### config.mk
export PLATFORM = sky130hd
export DESIGN_NAME = text_render_ctrl
export DESIGN_NICKNAME = d
export VERILOG_FILES = /design/src/rtl/text_render_ctrl.sv
export SDC_FILE = /design/constraint.sdc
export NUM_CORES = 1
export LEC_CHECK = 0
export ABC_AREA = 1
export BUFFER_PORTS_ARGS = -buffer_cell sky130_fd_sc_hd__buf_2
export CORE_UTILIZATION = 44
export CTS_BUF_LIST = sky130_fd_sc_hd__clkbuf_4 sky130_fd_sc_hd__clkbuf_8 sky130_fd_sc_hd__clkbuf_16
export DETAILED_ROUTE_END_ITERATION = 8
export GPL_ROUTABILITY_DRIVEN = 0
export GPL_TIMING_DRIVEN = 0
export PLACE_DENSITY_LB_ADDON = 0.12
export SYNTH_ARGS = -nofsm -noshare
export SYNTH_HDL_FRONTEND = slang
export SYNTH_SLANG_ARGS = --single-unit
### constraint.sdc
create_clock -name i_clk -period 2.3 [get_ports i_clk]
set_input_delay 0.69 -clock i_clk [delete_from_list [all_inputs] [get_ports i_clk]]
set_output_delay 0.69 -clock i_clk [all_outputs]
set_load 0.01 [all_outputs]
### src/rtl/text_render_ctrl.sv
// -----------------------------------------------------------------------------
// text_render_ctrl
//
// Purpose:
//   Text-mode rendering sequencer for an 80x30 character display on a
//   640x480 visible VGA raster. The VGA pixel coordinates are turned into a
//   text-buffer read address. The returned character drives the glyph ROM
//   lookup. The selected glyph bit becomes a per-pixel on/off value. Each
//   cell may be drawn in inverse video, and a blinking underline cursor is
//   overlaid on glyph rows 14-15 of the cursor cell.
//
//   Two pipeline stages advance only on pixel_tick:
//     Stage A : latch text address, glyph column/row, visible flag and cursor
//               hit for the presented coordinate.
//     Stage B : pick the glyph bit, apply inverse/underline, register the
//               pixel and the matching visible flag.
//   The outputs therefore describe the coordinate presented two ticks before.
//
// Ports:
//   i_clk          system clock
//   i_reset        synchronous active-high reset
//   i_pixel_tick   pixel enable (never high on two consecutive clocks)
//   i_pixel_x      pixel column 0-799
//   i_pixel_y      pixel line 0-524
//   i_video_on     visible-area flag for (i_pixel_x, i_pixel_y)
//   o_text_addr    text buffer read address = row*COLS + col
//   i_text_data    text buffer data: [6:0] character code, [7] inverse flag
//   o_char_code    character ROM code (combinational from i_text_data)
//   o_char_row     character ROM glyph row (from stage A)
//   i_char_line    character ROM line, bit 7 = leftmost pixel
//   i_cursor_en    cursor enable
//   i_cursor_col   cursor column
//   i_cursor_row   cursor row
//   o_pixel_on     foreground pixel, aligned with o_video_out
//   o_video_out    i_video_on delayed to match o_pixel_on
// -----------------------------------------------------------------------------
`timescale 1ns/1ps

module text_render_ctrl #(
  parameter int COLS         = 80,
  parameter int ROWS         = 30,
  parameter int BLINK_FRAMES = 30
) (
  input  logic        i_clk,
  input  logic        i_reset,
  input  logic        i_pixel_tick,
  input  logic [9:0]  i_pixel_x,
  input  logic [9:0]  i_pixel_y,
  input  logic        i_video_on,
  output logic [11:0] o_text_addr,
  input  logic [7:0]  i_text_data,
  output logic [6:0]  o_char_code,
  output logic [3:0]  o_char_row,
  input  logic [7:0]  i_char_line,
  input  logic        i_cursor_en,
  input  logic [6:0]  i_cursor_col,
  input  logic [4:0]  i_cursor_row,
  output logic        o_pixel_on,
  output logic        o_video_out
);

  // Frame counter only has to reach BLINK_FRAMES-1 (BLINK_FRAMES >= 2).
  localparam int                CNT_W      = $clog2(BLINK_FRAMES);
  localparam logic [CNT_W-1:0]  BLINK_LAST = CNT_W'(BLINK_FRAMES - 1);
  localparam logic [11:0]       COLS_W     = 12'(COLS);

  // ---------------------------------------------------------------------------
  // Coordinate decode
  // ---------------------------------------------------------------------------
  logic [6:0]  w_cell_col;
  logic [4:0]  w_cell_row;
  logic [11:0] w_row_base;
  logic [11:0] w_cell_addr;
  logic        w_cur_col_ok;
  logic        w_cur_row_ok;
  logic        w_cur_hit;
  logic        w_frame_start;

  assign w_cell_col = i_pixel_x[9:3];
  assign w_cell_row = i_pixel_y[8:4];

  // 12-bit product is enough: the largest address is 29*80+79 = 2399.
  assign w_row_base  = {7'd0, w_cell_row} * COLS_W;
  assign w_cell_addr = w_row_base + {5'd0, w_cell_col};

  // A cursor parked outside the text grid must never light a cell, even if
  // its truncated coordinates alias an off-screen raster position.
  assign w_cur_col_ok = (int'(i_cursor_col) < COLS);
  assign w_cur_row_ok = (int'(i_cursor_row) < ROWS);
  assign w_cur_hit    = i_cursor_en & w_cur_col_ok & w_cur_row_ok &
                        (w_cell_col == i_cursor_col) &
                        (w_cell_row == i_cursor_row);

  // First visible pixel of a frame advances the blink counter.
  assign w_frame_start = i_pixel_tick & i_video_on &
                         (i_pixel_x == 10'd0) & (i_pixel_y == 10'd0);

  // ---------------------------------------------------------------------------
  // Stage A registers
  // ---------------------------------------------------------------------------
  logic [11:0] r_text_addr;
  logic [2:0]  r_a_col;
  logic [3:0]  r_a_row;
  logic        r_a_vid;
  logic        r_a_cur;
  logic [11:0] w_addr_next;

  // Blank regions read address 0 so the buffer sees a quiet, fixed address.
  always_comb begin
    w_addr_next = 12'd0;
    if (i_video_on) begin
      w_addr_next = w_cell_addr;
    end else begin
      w_addr_next = 12'd0;
    end
  end

  // Stage A: capture the address and per-pixel cell context on each tick.
  always_ff @(posedge i_clk) begin
    if (i_reset) begin
      r_text_addr <= 12'd0;
      r_a_col     <= 3'd0;
      r_a_row     <= 4'd0;
      r_a_vid     <= 1'b0;
      r_a_cur     <= 1'b0;
    end else if (i_pixel_tick) begin
      r_text_addr <= w_addr_next;
      r_a_col     <= i_pixel_x[2:0];
      r_a_row     <= i_pixel_y[3:0];
      r_a_vid     <= i_video_on;
      r_a_cur     <= w_cur_hit;
    end
  end

  assign o_text_addr = r_text_addr;

  // ROM lookup is driven straight from the buffer data and stage A row.
  assign o_char_code = i_text_data[6:0];
  assign o_char_row  = r_a_row;

  // ---------------------------------------------------------------------------
  // Cursor blink
  // ---------------------------------------------------------------------------
  logic [CNT_W-1:0] r_blink_cnt;
  logic             r_blink_phase;

  // Blink timer: counts frames and flips the cursor phase every half-period.
  always_ff @(posedge i_clk) begin
    if (i_reset) begin
      r_blink_cnt   <= '0;
      r_blink_phase <= 1'b1;
    end else if (w_frame_start) begin
      if (r_blink_cnt == BLINK_LAST) begin
        r_blink_cnt   <= '0;
        r_blink_phase <= ~r_blink_phase;
      end else begin
        r_blink_cnt   <= r_blink_cnt + CNT_W'(1);
      end
    end
  end

  // ---------------------------------------------------------------------------
  // Stage B: glyph bit select, inverse, underline
  // ---------------------------------------------------------------------------
  logic [2:0] w_bit_sel;
  logic       w_glyph;
  logic       w_underline;
  logic       w_pixel_next;
  logic       r_pixel_on;
  logic       r_video_out;

  // Bit 7 of the ROM line is the leftmost pixel of the cell.
  assign w_bit_sel = 3'd7 - r_a_col;
  assign w_glyph   = i_char_line[w_bit_sel];

  // Underline sits on the bottom two glyph rows; it is OR-ed after the
  // inversion so an inverse cell still shows the cursor.
  assign w_underline  = r_a_cur & r_blink_phase & (r_a_row >= 4'd14);
  assign w_pixel_next = r_a_vid & ((w_glyph ^ i_text_data[7]) | w_underline);

  // Stage B: register the final pixel and its aligned visible flag.
  always_ff @(posedge i_clk) begin
    if (i_reset) begin
      r_pixel_on  <= 1'b0;
      r_video_out <= 1'b0;
    end else if (i_pixel_tick) begin
      r_pixel_on  <= w_pixel_next;
      r_video_out <= r_a_vid;
    end
  end

  assign o_pixel_on  = r_pixel_on;
  assign o_video_out = r_video_out;

endmodule

---- After elaboration in Yosys (flattened, before gate mapping) ----
Cells that the tools add are included.
word-level totals
  flip-flop bits (word level) ............. 29
  word-level logic and storage cells ...... 40
  input bits .............................. 53
cells by class
  eq/ne operators ......................... 3
  add/subtract/negate cells ............... 3
  multiplexer cells ....................... 4
  order comparisons ....................... 4
  $mul .................................... 1
  reduce and logical (&&, ||, !) cells .... 3
  bitwise logic cells ..................... 13
operators with widths
  kind                                                                           number
  10-bit logical NOT                                                             2
  12-bit by 7-bit adder with 12-bit output                                       1
  12-bit two-way mux                                                             1
  1-bit AND                                                                      10
  5-bit by 3-bit multiplier with 8-bit output (second input constant)            1
  7-bit equality test                                                            1
  7-bit less-than comparator (second input constant)                             1
  5-bit by 1-bit adder with 5-bit output (second input constant)                 1
  5-bit equality test                                                            1
  5-bit equality test (second input constant)                                    1
  5-bit less-than comparator (second input constant)                             1
  5-bit two-way mux                                                              1
  4-bit greater-or-equal comparator (second input constant)                      1
  3-bit by 4-bit less-than comparator with 1-bit output (second input constant)  1
  1-bit binary-select mux with 3-bit select                                      1
  3-bit subtractor (first input constant)                                        1
  2-bit AND reduction                                                            1
  1-bit two-way mux                                                              1
  1-bit inverter                                                                 1
  1-bit OR                                                                       1
  1-bit XOR                                                                      1

---- Depth between registers and ports, before layout ----
  depth after elaboration ................. 6
  gate-level depth with buffers ........... 11

---- Least setup slack after synthesis ----
Ideal clock, no wire load.
  kind .................................... input port to flip-flop
  start ................................... input port i_pixel_y[5]
  end ..................................... register r_text_addr[11], in the netlist o_text_addr[11]
  stages on the path ...................... 11
  path slack .............................. -16 ps
  data required time ...................... 2230 ps
  data arrival time ....................... 2246 ps
  library setup time ...................... 70 ps
  path through ............................ ha_1 -> ha_1 -> inv_1 -> fa_1 -> nor2_2 -> nand2_1 -> nor2_1 -> nand2_1 -> o21ai_1 -> nand2_1 -> a21oi_1
between the ends
  longest elaborated chain between the ends .. 3
RTL lines
  what                                         RTL line  text
  from (decl)                                  48        input logic [9:0] i_pixel_y,
  5-bit by 3-bit multiplier with 8-bit output  83        assign w_row_base = {7'd0, w_cell_row} * COLS_W;
  12-bit by 7-bit adder with 12-bit output     84        assign w_cell_addr = w_row_base + {5'd0, w_cell_col};
  12-bit two-way mux                           111       if (i_video_on) begin
  to (signal assigned)                         127       r_text_addr <= w_addr_next;
  to (decl)                                    101       logic [11:0] r_text_addr;
No other way between the ends.
A chain may end at the register's enable or synchronous reset.

---- Worst setup path after layout ----
Same ends and word-level chain as after synthesis.

==> results.toml <==
[status]
status = "complete, no violations"

[layout]
num_antenna_cells = 0
fin_util = 0.5908
drive_above_1_share = 0.3379
area_delta_synth_final_pct = 28.90
final_net_count = 429
fillCellCount = 454

[power]
clkPwrFrac = 0.315
powerDensity_nw_per_um2 = 494.6
intPower_uw = 893.2
power_frac_comb = 0.263
seqPwrFrac = 0.421
irDropWorstVdd_uv = 368.0
switching_share = 0.2980
p_sw_uw = 379.2
p_leak_nw = 1.298

[sta]
slew_viol_final = 0
post-route-period-util = 0.9605
timing_hold_violations_final = 0
fmax_ghz = 0.4527
fin_crit_ps = 2209
clock-skew-final_ps = 3.093
setup_viol = 0
tightest_slew_ps = 455.3
fin_tns_setup_ps = 0
rsz0062_at_grt = "false"
setup_ws_ps = 90.95
slew_headroom = 0.6965

[routing]
antenna_left = 0
drc = 0
vias_per_cell = 4.904
drtIter0Drc = 77
detail_route.wl_per_cell_um = 11.33
drt_wl_total_mm = 4.715
dr.pass1.iters = 4
num_vias = 2040

[floorplan]
die_h_um = 69.35
row_count = 24
start_util = 0.4583
fp.dieW_um = 69.35
core_um2 = 4354
pin_count = 78
dieArea_um2 = 4809

[placement]
port_buffers = 68
dp_hpwl_mm = 3.852
pre_cts_ws_ps = -379.3

[logic_synthesis]
syn-num-nets = 352
postSynthCellCount = 286
synth_warnings = 0
synth_edf_count = 0
synth.top_cell.area_share = 0.2909
syn_avg_cell_area_um2 = 6.978
ys_types = 32
synthesis.area_um2 = 1996
synth_common_cells = "nand2_1 (57), inv_1 (41), a21oi_1 (29), dfxtp_1 (29), nand3_1 (19)"
synth-seq-cells = 29
synthMostInstantiatedCell = "nand2_1"
netlist_top_cells_area = "dfxtp_1 (29%), nand2_1 (11%), inv_1 (7.7%)"
yosysTopAreaCell = "dfxtp_1"
async_reset_ff_frac = 0
synth_ff_type = "dfxtp_1"
yosysSeqAreaShare = 0.2909

[clock_tree]
clock_latency_ps = 270
cts_sinks = 29
cts_root_buf = "clkbuf_8"
cts_tree = "yes"
clk_pin_slew_ps = 60
cts_inserted_buffers = 5
htreeDepth = 2
clock_path_buffers = 2

[setup_path]
crit_fanout = 4
r2r_start = "r_blink_cnt[1]"
worstReg2RegEnd = "r_blink_cnt[2]"
reg2reg_slack_ps = 1030
cpMostUsedCell = "nand2_1"
path_buf_inv = 2
worst_r2r_path_depth = 7
crit_path_start_kind = "input port"
worst_path_largest_cell_delay_ps = 460
endpoint_kind = "flip-flop"
arrival_ps = 2410
critical_path_class = "input port to flip-flop"
path_delay_family = "adder cells"
crit_slowest_cell = "fa_2"
cp.required_ps = 2500
critical_path.cell_chain = "buf_4, ha_4, ha_4, inv_2, fa_2, nor2_4, nand2_1, nor2_2, nand2_1, o21ai_2, nand2_1, a21oi_2"

[min_path]
min-delay-start = "o_text_addr[10]"
hold_end = "o_text_addr[10]"
min_path_cells = 2
min_path_type = "flip-flop to flip-flop"

[run]
maxCapViolCount = 0

[global_routing]
grt-ovfl-total = 0
grt_pass1_vias = 1852
grt_use_total = 0.2040
grt_first_pass_wirelength_mm = 8.017
antenna_found_initial = 0
grt_start_max_net_pins = 11
## metrics by stage
step	hold WS [ps]	cell area, um2	instances	power [mW]
detailed placement	454.2	2401	406	0.8471
global placement	449.8	2401	406	0.8441
floorplan	435.0	1996	286	0.7354
CTS	464.6	2529	415	1.265
finish	458.7	2572	416	1.272
global route	477.8	2572	416	1.352
## worst min-delay path: stages, from the launching register on
cell     delay (ps)
dfxtp_1         300
nand2_1          60
a21oi_1          50
## power by group through the flow
stage	Sequential (mW)	Clock, mW	Combinational (mW)
4_1_cts	0.536	0.414	0.315
5_1_grt	0.539	0.437	0.376
2_1_floorplan	0.554	0	0.182
3_5_place_dp	0.547	0	0.300
3_3_place_gp	0.547	0	0.297
6_report	0.536	0.401	0.335
## logic make-up (layout without fill, tap and decap cells)
group,after synthesis,after routing,share of synthesized area
compound gates,50,50,0.1317
simple gates,119,119,0.3103
fa+ha+maj,13,13,0.08903
buf+inv,67,145,0.1429
xor+xnor,8,8,0.03511
flops,29,29,0.2909
## placed cells by master (no fill, tap or decap), types with 2 or more instances in the layout
master | Yosys | routed
xor2_1 | 5 | 5
nand4_1 | 13 | 13
nor2_4 | 2 | 3
nor2_1 | 10 | 9
clkbuf_1 | 2 | 2
ha_4 | 0 | 2
clkinv_1 | 2 | 2
clkinv_2 | 0 | 2
nand3b_1 | 4 | 4
ha_1 | 11 | 8
inv_1 | 41 | 40
nor2_2 | 5 | 5
inv_2 | 11 | 12
nand2_4 | 1 | 2
nand4_4 | 2 | 2
clkbuf_8 | 0 | 5
buf_4 | 8 | 10
a21oi_1 | 29 | 28
buf_2 | 3 | 69
nand3_1 | 19 | 19
dfxtp_1 | 29 | 29
o21ai_0 | 14 | 14
a211oi_1 | 2 | 2
xnor2_1 | 3 | 2
nand2_1 | 57 | 57
buf_6 | 0 | 2
## flip-flops by register name, indices dropped and copies added, names as in the netlist
register / flops
r_a_col: 3
r_a_vid: 1
o_char_row: 4
r_blink_cnt: 5
o_pixel_on: 1
r_blink_phase: 1
r_a_cur: 1
o_text_addr: 12
o_video_out: 1
## what timing repair did
action | 4_1_cts | 5_1_grt
setup endpoints to repair | 1 | 2
buffers inserted | 1 | 1
gates resized for setup | 7 | 9
pin swaps | 3 | 8
endpoints found under the hold margin | 0 | 0
hold buffers | 0 | 0
## area by class of cell
class / count / area (um2) / area share
multi-input combinational: 190 / 1187 / 0.4616
sequential: 29 / 580.6 / 0.2257
timing repair buffer: 70 / 367.9 / 0.1430
inverter: 54 / 202.7 / 0.07879
buffer: 13 / 82.58 / 0.03210
clock buffer: 6 / 76.32 / 0.02967
tap: 52 / 65.06 / 0.02529
clock inverter: 2 / 10.01 / 0.003891
## worst max-delay path by stage
stage	slack [ps]	from	cells after the start	to
after floorplan	8	i_pixel_y[5]	11	o_text_addr[11]
after global placement	-370	i_pixel_y[5]	12	o_text_addr[11]
after detailed placement	-380	i_pixel_y[5]	12	o_text_addr[11]
after CTS	2	i_pixel_y[7]	12	o_text_addr[11]
after global routing	9	i_pixel_y[5]	11	o_text_addr[10]
final	90	i_pixel_y[5]	12	o_text_addr[11]
## metal layers
layer,global-route usage,part of all wire
met1,0.2557,0.46
met2,0.3657,0.50
met3,0.03488,0.032
met4,0.04082,0.0066
met5,0,0
No activity file was read; power rests on OpenSTA's default activity.
